`config.mk`:
```
export PLATFORM = sky130hd
export DESIGN_NAME = trig_capture_ctrl
export DESIGN_NICKNAME = d
export VERILOG_FILES = /design/src/rtl/scope_pkg.sv /design/src/rtl/trig_edge_det.sv /design/src/rtl/trig_capture_ctrl.sv
export SDC_FILE = /design/constraint.sdc
export NUM_CORES = 1
export LEC_CHECK = 0
export ABC_AREA = 1
export BUFFER_PORTS_ARGS = -buffer_cell sky130_fd_sc_hd__buf_2
export CAP_MARGIN = 20
export CELL_PAD_IN_SITES_DETAIL_PLACEMENT = 1
export CELL_PAD_IN_SITES_GLOBAL_PLACEMENT = 2
export CORE_MARGIN = 5
export CORE_UTILIZATION = 26
export CTS_CLUSTER_SIZE = 8
export DETAILED_ROUTE_END_ITERATION = 8
export MAX_ROUTING_LAYER = met4
export PLACE_DENSITY_LB_ADDON = 0.1
export SETUP_SLACK_MARGIN = 0.05
export SLEW_MARGIN = 0
export SYNTH_ARGS = -nofsm -noshare
export SYNTH_HDL_FRONTEND = slang
export SYNTH_SLANG_ARGS = --single-unit
```
`constraint.sdc`:
```
create_clock -name clk -period 2.5 [get_ports clk]
set_input_delay 0.25 -clock clk [delete_from_list [all_inputs] [get_ports clk]]
set_output_delay 0.25 -clock clk [all_outputs]
set_load 0.05 [all_outputs]
```
`src/rtl/scope_pkg.sv`:
```
// Shared definitions for the oscilloscope acquisition path: controller state
// encoding and trigger edge-select codes.
package scope_pkg;

  typedef enum logic [2:0] {
    ST_IDLE = 3'd0,
    ST_PRE  = 3'd1,
    ST_WAIT = 3'd2,
    ST_POST = 3'd3,
    ST_DONE = 3'd4
  } state_e;

  localparam logic [1:0] EDGE_RISE = 2'b00;
  localparam logic [1:0] EDGE_FALL = 2'b01;
  localparam logic [1:0] EDGE_BOTH = 2'b10;

endpackage

```
`src/rtl/trig_edge_det.sv`:
```
// Edge detector on the comparator output, advanced only on ADC sample strobes.
// Code 2'b11 of edge_sel behaves as a rising-edge select.
module trig_edge_det
  import scope_pkg::*;
(
  input  logic       clk,
  input  logic       rst,
  input  logic       sample_en,
  input  logic       trig_in,
  input  logic [1:0] edge_sel,
  output logic       edge_hit
);

  logic trig_prev_q;
  logic rise;
  logic fall;

  // Resets high so a comparator already above level does not look like a rise.
  always_ff @(posedge clk) begin
    if (rst) begin
      trig_prev_q <= 1'b1;
    end else if (sample_en) begin
      trig_prev_q <= trig_in;
    end
  end

  assign rise = trig_in & ~trig_prev_q;
  assign fall = ~trig_in & trig_prev_q;

  always_comb begin
    edge_hit = 1'b0;
    case (edge_sel)
      EDGE_FALL: edge_hit = sample_en & fall;
      EDGE_BOTH: edge_hit = sample_en & (rise | fall);
      default:   edge_hit = sample_en & rise;
    endcase
  end

endmodule

```
`src/rtl/trig_capture_ctrl.sv`:
```
// Trigger/capture sequencer driving the circular sample-buffer write port.
// Define TRIG_AUTO_EN to enable the auto-trigger timeout in WAIT.
module trig_capture_ctrl
  import scope_pkg::*;
#(
  parameter int ADDR_W = 10,
  parameter int TMO_W  = 24
) (
  input  logic              clk,
  input  logic              rst,
  input  logic              sample_en,
  input  logic              trig_in,
  input  logic [1:0]        edge_sel,
  input  logic              arm,
  input  logic              abort,
  input  logic              rd_done,
  input  logic              single,
  input  logic [ADDR_W-1:0] pre_len,
  input  logic [ADDR_W-1:0] post_len,
  input  logic [TMO_W-1:0]  auto_tmo,
  output logic              buf_wr_en,
  output logic [ADDR_W-1:0] buf_wr_addr,
  output logic [ADDR_W-1:0] trig_addr,
  output logic              trig_real,
  output logic              capt_done,
  output logic              busy,
  output logic [2:0]        state
);

  state_e            state_q, state_d;
  logic [ADDR_W-1:0] ptr_q, ptr_d;
  logic [ADDR_W-1:0] cnt_q, cnt_d;
  logic [ADDR_W-1:0] trig_addr_q, trig_addr_d;
  logic              trig_real_q, trig_real_d;
  logic              capt_done_q, busy_q;
  logic              edge_hit;
  logic              tmo_hit;

  trig_edge_det u_edge_det (
    .clk       (clk),
    .rst       (rst),
    .sample_en (sample_en),
    .trig_in   (trig_in),
    .edge_sel  (edge_sel),
    .edge_hit  (edge_hit)
  );

`ifdef TRIG_AUTO_EN
  logic [TMO_W-1:0] tmo_q, tmo_d;

  // Held at zero outside WAIT, so it always starts from zero on entry.
  always_comb begin
    tmo_d = '0;
    if (state_q == ST_WAIT) begin
      tmo_d = sample_en ? tmo_q + 1'b1 : tmo_q;
    end
  end

  assign tmo_hit = (state_q == ST_WAIT) && sample_en &&
                   (auto_tmo != '0) && (tmo_d == auto_tmo);

  always_ff @(posedge clk) begin
    if (rst) tmo_q <= '0;
    else     tmo_q <= tmo_d;
  end
`else
  logic unused_auto_tmo;
  assign unused_auto_tmo = ^auto_tmo;
  assign tmo_hit         = 1'b0;
`endif

  // NOTE: every signal driven here gets a default first, so no path can infer a latch.
  always_comb begin
    state_d     = state_q;
    ptr_d       = ptr_q;
    cnt_d       = cnt_q;
    trig_addr_d = trig_addr_q;
    trig_real_d = trig_real_q;
    buf_wr_en   = sample_en && (state_q inside {ST_PRE, ST_WAIT, ST_POST});
    if (buf_wr_en) ptr_d = ptr_q + 1'b1;

    case (state_q)
      ST_IDLE: begin
        if (arm) begin
          state_d = ST_PRE;
          ptr_d   = '0;
          cnt_d   = '0;
        end
      end
      ST_PRE: begin
        if (sample_en) cnt_d = cnt_q + 1'b1;
        // The first test covers pre_len == 0 without needing a sample.
        if (cnt_q == pre_len || cnt_d == pre_len) state_d = ST_WAIT;
      end
      ST_WAIT: begin
        if (edge_hit || tmo_hit) begin
          trig_addr_d = ptr_q;
          trig_real_d = edge_hit;
          cnt_d       = '0;
          state_d     = (post_len == '0) ? ST_DONE : ST_POST;
        end
      end
      ST_POST: begin
        if (sample_en) begin
          cnt_d = cnt_q + 1'b1;
          if (cnt_d == post_len) state_d = ST_DONE;
        end
      end
      ST_DONE: begin
        if (rd_done) begin
          if (single) begin
            state_d = ST_IDLE;
          end else begin
            state_d = ST_PRE;
            ptr_d   = '0;
            cnt_d   = '0;
          end
        end
      end
      default: state_d = ST_IDLE;
    endcase

    if (abort) state_d = ST_IDLE;
  end

  // NOTE: state registers use non-blocking assignments only, so all of them update together.
  always_ff @(posedge clk) begin
    if (rst) begin
      state_q     <= ST_IDLE;
      ptr_q       <= '0;
      cnt_q       <= '0;
      trig_addr_q <= '0;
      trig_real_q <= 1'b0;
      capt_done_q <= 1'b0;
      busy_q      <= 1'b0;
    end else begin
      state_q     <= state_d;
      ptr_q       <= ptr_d;
      cnt_q       <= cnt_d;
      trig_addr_q <= trig_addr_d;
      trig_real_q <= trig_real_d;
      capt_done_q <= (state_d == ST_DONE);
      busy_q      <= (state_d inside {ST_PRE, ST_WAIT, ST_POST});
    end
  end

  assign buf_wr_addr = ptr_q;
  assign trig_addr   = trig_addr_q;
  assign trig_real   = trig_real_q;
  assign capt_done   = capt_done_q;
  assign busy        = busy_q;
  assign state       = state_q;

endmodule
```
==> flow_summary.ini <==
[final_layout]
area_growth_pct = 21.6
final_area_sq_um = 3070
final_common_cell = nand2_1
fillers = 1286
nNetsFinal = 514
drive_gt1_share_pct = 20.4
diodes = 0
final_cell_mix = 107 x nand2_1, 56 x buf_2, 55 x nand3_1, 49 x inv_1, 37 x dfxtp_1

[min_path]
hold_class = input pin to flip-flop
hold_depth = 2
worstHoldStart = abort

[yosys]
yosys.area_share.adder_pct = 2.97
synth_area_sq_um = 2530
synthSimpleGateAreaFrac_pct = 40.1
syn_inst = 395
synth-main-ff-cell = dfxtp_1
synthMuxAreaShare_pct = 0.396
ys_warn_count = 0
async_reset_ff_share_pct = 0
ys_seq_area_share_pct = 29.3
syn_avg_cell_area_sq_um = 6.40
synth_cell_types = 43
synthesis.nets = 455
synthXorXnorAreaFrac_pct = 5.54
synth_top_family_by_area = simple AND/OR/NAND/NOR gates
ys_ff_latch = 37
synth_compound_area_share_pct = 11.2
synth_edf_count = 0

[detailed_routing]
dr.pass1.iters = 4
dr.first_iter.drc_count = 71
vias = 2693
viasPerCell = 4.58
ant_nets = 0
drc = 0
routed_wl_microns = 8210
wl_per_cell_microns = 14.0

[worst_setup_path]
r2r_cells = 13
crit_path_start = cnt_q[1]
start_kind = flip-flop
r2r_start = cnt_q[1]
required_ns = 2.69
crit_fanout = 6
critPathKind = flip-flop to flip-flop
critPathArrivalTime_ns = 2.46
crit_path_end_kind = flip-flop
r2r_slack_ns = 0.23
reg2reg_to = busy
crit_path_end = busy

[power]
total_power_w = 0.00124
p_leak_nw = 1.43
peakVddDrop_v = 0.000165
p_per_area_nw_per_um2 = 402

[timing]
max_slew_margin_pct = 61.3
setup_tns_ns = 0
max_slew.worst_pin.slew_ns = 0.566
layout_setup_ws_ns = 0.234
fin_crit_ns = 2.27
holdWs_ns = 0.151
finalMaxSlewViolations = 0
setup_viol = 0
clock-skew-final_ns = 0.00763
final.period_utilization_pct = 90.6
hold_viol = 0
fmax_mhz = 441
grt_setup_unrepaired = false

[run]
maxCapViolations = 0

[global_routing]
grt_max_degree = 25
grt_pass1_vias = 2718
grt_overflow_total = 0
grtUsageTotal_pct = 14.8
antenna_found_initial = 0
grt_pass1_wl_microns = 13400

[placement]
io_buffers = 56
place_area_sq_um = 2980
dp_slack_ns = 0.220
dp_hpwl_microns = 6660
place.gp.congestion = 0.794

[clocking]
path_clk_slew_ns = 0.08
cts_buffer_depth = 2
cts_resized = 0
cts_sinks = 37
clk_latency_ns = 0.29
postCtsHoldBufs = 0
cts_tree = yes
cts_made_buffers = 5
htreeDepth = 2
post_cts_buffers = 0
root_buffer = clkbuf_8

[run_status]
run_status = finished, final reports clean

[die]
initial_utilization_pct = 26.2
core_region_area_sq_um = 9640
pin_count = 81
row_count = 36
die_w_microns = 109
die_area_sq_um = 11800
die_y_microns = 109
layout make-up:
class / instances / area [sq um] / share of cell area [%]
Multi-Input combinational cell: 293 / 1520 / 49.6
Sequential cell: 37 / 741 / 24.1
Timing Repair Buffer: 66 / 355 / 11.6
Inverter: 51 / 191 / 6.23
Tap cell: 133 / 166 / 5.42
Clock buffer: 6 / 82.6 / 2.69
Clock inverter: 2 / 13.8 / 0.448
per-stage QoR:
step / instances / util (%)
2_1_floorplan: 395 / -
5_1_grt: 588 / 31.9
6_report: 588 / 31.9
3_3_place_gp: 580 / 30.9
3_5_place_dp: 580 / 30.9
4_1_cts: 588 / 31.9
sequential cells by signal (all words and copies together) (netlist names):
| signal | count |
|---|---|
| buf_wr_addr | 10 |
| busy | 1 |
| capt_done | 1 |
| cnt_q | 10 |
| state | 3 |
| trig_addr | 10 |
| trig_real | 1 |
| u_edge_det.trig_prev_q | 1 |
worst min path at each step:
stage	to	slack, ns
after global placement	trig_real	0.44
after floorplan	capt_done	0.33
after detailed placement	trig_real	0.45
after global routing	capt_done	0.14
after CTS	state[2]	0.14
final	capt_done	0.15
critical path, cell delays in order (launching register included):
cell	delay [ns]
dfxtp_1	0.45
ha_1	0.26
nand2_1	0.18
nor2_2	0.17
inv_1	0.06
nand2_1	0.07
xor2_1	0.15
nand2_1	0.07
nor2_1	0.25
nand3_1	0.14
a21oi_1	0.15
nand2_1	0.07
nand2_1	0.08
nand2_1	0.07
where the power goes:
part           internal (W)  switching, W
logic             0.0000622      0.000112
registers          0.000593    0.00000386
clock network      0.000224      0.000240
kinds of logic after synthesis:
logic type	count (synthesis)
DFF	37
muxes	1
and+or+nand+nor	221
AOI/OAI and AO/OA	49
adders and majority gates	6
buffers and inverters	65
xor gates and xnor gates	16
Yosys cell counts, drive strengths merged (3+ instances only):
cell type,n,area (sq um)
nand2,111,432
nand3,57,295
inv,51,191
dfxtp,37,741
nor2,34,158
a21oi,30,150
xor2,11,96.3
buf,9,53.8
ha,6,75.1
nor3,6,46.3
clkbuf,5,18.8
nand4,5,31.3
o21ai,5,28.8
xnor2,5,43.8
nor4,3,18.8
metal layers:
metal / share of wire, % / up-vias / routed length [microns] / GRT usage, %
met2: 47 / 41 / 3900 / 25.0
met3: 2.8 / 7 / 233 / 1.91
met4: 0.93 / 0 / 76 / 3.25
li1: - / 1399 / - / -
met5: 0 / - / 0 / -
met1: 49 / 1246 / 4000 / 19.0
Note: power is estimated with default switching activity, not from simulation.
